### src/rtl/alu_pkg.sv
`default_nettype none
// alu_pkg: shared definitions for the ALU datapath blocks.
// Rev 1.0
package alu_pkg;

  localparam int WIDTH_DEF = 8;

  typedef enum logic [1:0] {
    ST_IDLE  = 2'd0,
    ST_ADD   = 2'd1,
    ST_SHIFT = 2'd2,
    ST_DONE  = 2'd3
  } state_e;

  typedef enum logic [1:0] {
    OP_NOP = 2'd0,
    OP_ADD = 2'd1,
    OP_SUB = 2'd2
  } booth_op_e;

  // Radix-2 Booth recoding of the pair {Q[0], Q-1}.
  function automatic booth_op_e booth_decode(input logic q0, input logic qm1);
    case ({q0, qm1})
      2'b10:   return OP_SUB;
      2'b01:   return OP_ADD;
      default: return OP_NOP;
    endcase
  endfunction

endpackage
`default_nettype wire

### src/rtl/reg_n.sv
`default_nettype none
// reg_n: N-bit register from per-bit dff cells, synchronous reset, load enable.
// Rev 1.0
module dff (
  input  logic clk,
  input  logic reset,
  input  logic d,
  output logic q
);
  always_ff @(posedge clk) begin
    if (reset) q <= 1'b0;
    else       q <= d;
  end
endmodule

module reg_n #(
  parameter int N = 1
) (
  input  logic         clk,
  input  logic         reset,
  input  logic         en,
  input  logic [N-1:0] d,
  output logic [N-1:0] q
);
  logic [N-1:0] d_mux;

  // Enable is a recirculating mux in front of each cell.
  assign d_mux = en ? d : q;

  for (genvar i = 0; i < N; i++) begin : g_bit
    dff u_dff (
      .clk  (clk),
      .reset(reset),
      .d    (d_mux[i]),
      .q    (q[i])
    );
  end
endmodule
`default_nettype wire

### src/rtl/booth_mul8.sv
`default_nettype none
// booth_mul8: sequential radix-2 Booth signed multiplier, 2*WIDTH-bit product.
// Rev 1.0
module booth_mul8
  import alu_pkg::*;
#(
  parameter int WIDTH = WIDTH_DEF
) (
  input  logic               clk,
  input  logic               reset,
  input  logic               start,
  input  logic [WIDTH-1:0]   x,
  input  logic [WIDTH-1:0]   y,
  output logic               busy,
  output logic               done,
  output logic [2*WIDTH-1:0] product
);
  localparam int CW = $clog2(WIDTH + 1);

  logic [WIDTH:0]     a_q, a_d, m_q, m_d, addsub;
  logic [WIDTH-1:0]   q_q, q_d;
  logic               qm1_q, qm1_d;
  logic [CW-1:0]      cnt_q, cnt_d;
  logic [1:0]         state_bits;
  state_e             state, state_d;
  logic               m_en, prod_en, sub;
  logic [2*WIDTH-1:0] prod_d;
  booth_op_e          op;

  assign state = state_e'(state_bits);
  assign op    = booth_decode(q_q[0], qm1_q);
  assign sub   = (op == OP_SUB);
  assign addsub = a_q + (m_q ^ {(WIDTH+1){sub}}) + {{WIDTH{1'b0}}, sub};

  // Product is captured from the final shift result so it lands with DONE.
  assign prod_d = {a_q, q_q[WIDTH-1:1]};

  always_comb begin
    state_d = state;
    a_d     = a_q;
    m_d     = m_q;
    q_d     = q_q;
    qm1_d   = qm1_q;
    cnt_d   = cnt_q;
    m_en    = 1'b0;
    prod_en = 1'b0;
    busy    = 1'b0;
    done    = 1'b0;
    case (state)
      ST_IDLE: begin
        if (start) begin
          a_d     = '0;
          m_d     = {x[WIDTH-1], x};
          m_en    = 1'b1;
          q_d     = y;
          qm1_d   = 1'b0;
          cnt_d   = CW'(WIDTH);
          state_d = ST_ADD;
        end
      end
      ST_ADD: begin
        busy = 1'b1;
        if (op != OP_NOP) a_d = addsub;
        state_d = ST_SHIFT;
      end
      ST_SHIFT: begin
        busy = 1'b1;
        {a_d, q_d, qm1_d} = {a_q[WIDTH], a_q, q_q};
        cnt_d = cnt_q - CW'(1);
        if (cnt_d == '0) begin
          prod_en = 1'b1;
          state_d = ST_DONE;
        end else begin
          state_d = ST_ADD;
        end
      end
      ST_DONE: begin
        done    = 1'b1;
        state_d = ST_IDLE;
      end
      default: state_d = ST_IDLE;
    endcase
  end

  reg_n #(.N(WIDTH+1)) u_a   (.clk(clk), .reset(reset), .en(1'b1),    .d(a_d),     .q(a_q));
  reg_n #(.N(WIDTH+1)) u_m   (.clk(clk), .reset(reset), .en(m_en),    .d(m_d),     .q(m_q));
  reg_n #(.N(WIDTH))   u_q   (.clk(clk), .reset(reset), .en(1'b1),    .d(q_d),     .q(q_q));
  reg_n #(.N(1))       u_qm1 (.clk(clk), .reset(reset), .en(1'b1),    .d(qm1_d),   .q(qm1_q));
  reg_n #(.N(CW))      u_cnt (.clk(clk), .reset(reset), .en(1'b1),    .d(cnt_d),   .q(cnt_q));
  reg_n #(.N(2))       u_st  (.clk(clk), .reset(reset), .en(1'b1),    .d(state_d), .q(state_bits));
  reg_n #(.N(2*WIDTH)) u_prd (.clk(clk), .reset(reset), .en(prod_en), .d(prod_d),  .q(product));

endmodule
`default_nettype wire

### config.mk
export PLATFORM = sky130hd
export DESIGN_NAME = booth_mul8
export DESIGN_NICKNAME = d
export VERILOG_FILES = /design/src/rtl/alu_pkg.sv /design/src/rtl/reg_n.sv /design/src/rtl/booth_mul8.sv
export SDC_FILE = /design/constraint.sdc
export NUM_CORES = 1
export LEC_CHECK = 0
export CAP_MARGIN = 0
export CORE_MARGIN = 1
export CORE_UTILIZATION = 42
export CTS_CLUSTER_DIAMETER = 80
export DETAILED_ROUTE_END_ITERATION = 10
export PLACE_DENSITY_LB_ADDON = 0.12
export SYNTH_ARGS = -nofsm -noshare
export SYNTH_HDL_FRONTEND = slang
export SYNTH_SLANG_ARGS = --single-unit
export TNS_END_PERCENT = 100
### constraint.sdc
create_clock -name clk -period 3.2 [get_ports clk]
set_input_delay 0.64 -clock clk [delete_from_list [all_inputs] [get_ports clk]]
set_output_delay 0.64 -clock clk [all_outputs]
set_load 0.01 [all_outputs]
==> flow_metrics.env <==
export IMPL_yosysSeqAreaShare=0.361
export IMPL_cp_data_required_time_ns=2.56
export IMPL_antenna_diode_count=0
export IMPL_vias=2207
export IMPL_cts_resized=0
export IMPL_worstSkewPairLatency_ns=0.31
export IMPL_rrSetupSlack_ns=0.70
export IMPL_power_static_leakage_nw=1.13
export IMPL_drt_drc_violations_left=0
export IMPL_synth_flop_cell="dfxtp_1"
export IMPL_reg2reg_to="u_a.g_bit[8].u_dff.q$_SDFFE_PP0P_"
export IMPL_fin_crit_ns=2.54
export IMPL_ys_seq_elements=48
export IMPL_place_ws_ns=0.641
export IMPL_fp_dieW_um=81.6
export IMPL_worstMarginPinSlew_ns=0.666
export IMPL_yosys_area_share_simple=0.177
export IMPL_path_class="reg -> out"
export IMPL_grt_first_pass_wirelength_mm=9.98
export IMPL_die_h_um=81.6
export IMPL_hold_depth=2
export IMPL_hpwl_mm=4.17
export IMPL_crit_chain="inv_1, ha_1, clkdlybuf4s50_1"
export IMPL_finalWeightedCongestion=0.795
export IMPL_start_util=0.442
export IMPL_seqPwrFrac=0.430
export IMPL_crit_arrival_ns=1.90
export IMPL_drive_above_1_share=0.0601
export IMPL_critPathSlowestCell="clkdlybuf4s50_1"
export IMPL_synth_xor_area_frac=0.0427
export IMPL_power_switching_mw=0.532
export IMPL_endpoint_kind="output port"
export IMPL_ir_worst_vdd_mv=0.339
export IMPL_syn_avg_cell_area_um2=8.38
export IMPL_final_antenna_net_count=0
export IMPL_min_from="u_m.g_bit[1].u_dff.q$_SDFFE_PP0P_"
export IMPL_clk_transition_reported_paths_ns=0.09
export IMPL_hold_viol_final=0
export IMPL_hold_class="reg -> reg"
export IMPL_setup_violations=0
export IMPL_globalRouteOverflowTotal=0
export IMPL_fp_row_count=28
export IMPL_sw_frac_of_total=0.335
export IMPL_cts_setup_buffers=0
export IMPL_total_power_mw=1.59
export IMPL_dp_cells=400
export IMPL_cts_sinks=48
export IMPL_io_buffers=36
export IMPL_htreeDepth=2
export IMPL_tritoncts="yes"
export IMPL_rsz0062_at_grt="false"
export IMPL_synthArstFlopShare=0
export IMPL_clockBufferDepth=2
export IMPL_cts_buffers=5
export IMPL_comb_power_share=0.290
export IMPL_r2r_start="u_q.g_bit[0].u_dff.q$_SDFFE_PP0P_"
export IMPL_core_area_mm2=0.00603
export IMPL_startpoint="u_st.g_bit[0].u_dff.q$_SDFFE_PP0N_"
export IMPL_synth_fa_ha_area_frac=0.0780
export IMPL_synth_compound_area_frac=0.218
export IMPL_max_stage_delay_ns=0.61
export IMPL_wirelength_mm=5.97
export IMPL_fin_ws_ns=0.656
export IMPL_hold_path_end="u_m.g_bit[1].u_dff.q$_SDFFE_PP0P_"
export IMPL_synth_top_family_by_area="compound AO/OA/AOI/OAI gates"
export IMPL_grt_pass1_vias=2104
export IMPL_stdcell_count=408
export IMPL_antenna_found_initial=0
export IMPL_synthDistinctLibCells=49
export IMPL_synth_edff_count=0
export IMPL_status="finished, final reports clean"
export IMPL_ioPinCount=37
export IMPL_rr_worst_depth=8
export IMPL_hold_buffers=0
export IMPL_area_delta_synth_final_pct=14.9
export IMPL_synth_warnings=0
export IMPL_ctsRootBufferMaster="clkbuf_8"
export IMPL_finalCritPeriodShare=0.795
export IMPL_clkPwrFrac=0.281
export IMPL_internal_power_mw=1.06
export IMPL_finClkSkew_ns=0.00646
export IMPL_drt_first_iter_violations=91
export IMPL_dieArea_mm2=0.00667
export IMPL_layout_nets=367
export IMPL_relSlewSlack=0.551
export IMPL_drtPass1Iterations=4
export IMPL_synthCells=318
export IMPL_cp_start_kind="flip-flop"
export IMPL_viasPerCell=5.41
export IMPL_cp_max_fo=10
export IMPL_mappedNetlistArea_mm2=0.00266
export IMPL_grt_max_degree=51
export IMPL_fmax_mhz=393
export IMPL_finalSetupTns_ns=0
export IMPL_hold_slack_ns=0.474
export IMPL_slew_viol_final=0
export IMPL_wl_per_cell_um=14.6
export IMPL_synth_area_mux_share=0.0357
export IMPL_syn_nets=353
export IMPL_power_density_mw_per_mm2=520
export IMPL_track_usage=0.197
export IMPL_max_cap_violations=0
-- placed cells by master (no fill, tap or decap), types with 2 or more instances in the layout --
master,instances
nand4_1,3
buf_4,5
clkdlybuf4s50_1,36
a22oi_1,4
or3_1,2
inv_1,8
nand4b_1,2
xnor2_1,4
ha_1,15
and3_1,2
a211oi_1,10
o21ai_0,23
nand3_1,14
a31oi_1,2
clkbuf_8,5
and2_1,2
mux2i_1,8
or4_1,2
a2bb2oi_1,2
nand2b_1,5
dfxtp_1,48
xor2_1,9
a21o_1,2
nand2_1,35
a21oi_1,35
nor2_1,24
nand3b_1,3
-- worst max path at each step --
stage,to,slack (ns),cells past startpoint
floorplan,u_a.g_bit[8].u_dff.q$_SDFFE_PP0P_,0.98,10
global placement,u_a.g_bit[5].u_dff.q$_SDFFE_PP0P_,0.68,6
detailed placement,u_a.g_bit[5].u_dff.q$_SDFFE_PP0P_,0.64,6
CTS,busy,0.66,3
global route,u_a.g_bit[8].u_dff.q$_SDFFE_PP0P_,0.50,8
finish,busy,0.66,3
-- critical path: cells and delay by family (launching register included) --
kind                     cells  cell delay [ns]
adder cells (fa/ha/maj)      1             0.49
buffers and inverters        2             0.71
flip-flops                   1             0.40
-- power by group through the flow --
stage               logic [mW]  registers (mW)  clock network [mW]
global placement         0.454           0.695                   0
floorplan                0.348           0.684                   0
CTS                      0.463           0.683               0.457
finish                   0.461           0.683               0.446
detailed placement       0.459           0.696                   0
global route             0.513           0.690               0.480
-- cells in the mapped netlist, types with 4 or more instances --
library cell,count,area share
xnor2_1,4,0.013
mux2i_1,8,0.030
nand2_1,35,0.049
nor2_1,24,0.034
clkbuf_1,10,0.014
xor2_1,9,0.030
a21oi_1,35,0.066
a22oi_1,4,0.011
inv_1,8,0.011
buf_4,17,0.048
nand2b_1,5,0.012
dfxtp_1,48,0.36
buf_2,5,0.0094
a211oi_1,10,0.028
o21ai_0,23,0.043
nand3_1,14,0.026
ha_1,15,0.070
-- routing by layer --
layer	GRT usage	part of all wire	vias up	wire length [um]
met2	0.310	0.44	32	2650
li1	-	-	1138	-
met1	0.268	0.51	1031	3060
met3	0.0400	0.030	6	177
met4	0.0684	0.014	0	81
met5	0	0	-	0
-- sequential cells by signal, summed over array words and instances (netlist names) --
| name | cells |
|---|---|
| u_cnt.g_bit.u_dff.q | 4 |
| u_qm1.g_bit.u_dff.q | 1 |
| u_st.g_bit.u_dff.q | 2 |
| u_q.g_bit.u_dff.q | 8 |
| u_a.g_bit.u_dff.q | 9 |
| u_prd.g_bit.u_dff.q | 16 |
| u_m.g_bit.u_dff.q | 8 |
-- stage by stage --
step	util	cell area, um^2
6_report	0.508	3060
5_1_grt	0.508	3060
4_1_cts	0.508	3060
3_5_place_dp	0.490	2950
3_3_place_gp	0.490	2950
2_1_floorplan	-	2660
-- kinds of logic after synthesis --
logic type / count (synthesis)
muxes: 9
AOI/OAI and AO/OA: 91
adders and majority gates: 16
DFF: 48
buffers and inverters: 42
and+or+nand+nor: 99
xor gates and xnor gates: 13
-- cell type report --
cell class,count,area (um^2)
Fill cell,620,2960
Multi-Input combinational cell,228,1470
Sequential cell,48,961
Timing Repair Buffer,41,398
Tap cell,75,93.8
Clock buffer,5,68.8
Clock inverter,3,42.5
Inverter,8,30.0
Note: power is estimated with default switching activity, not from simulation.
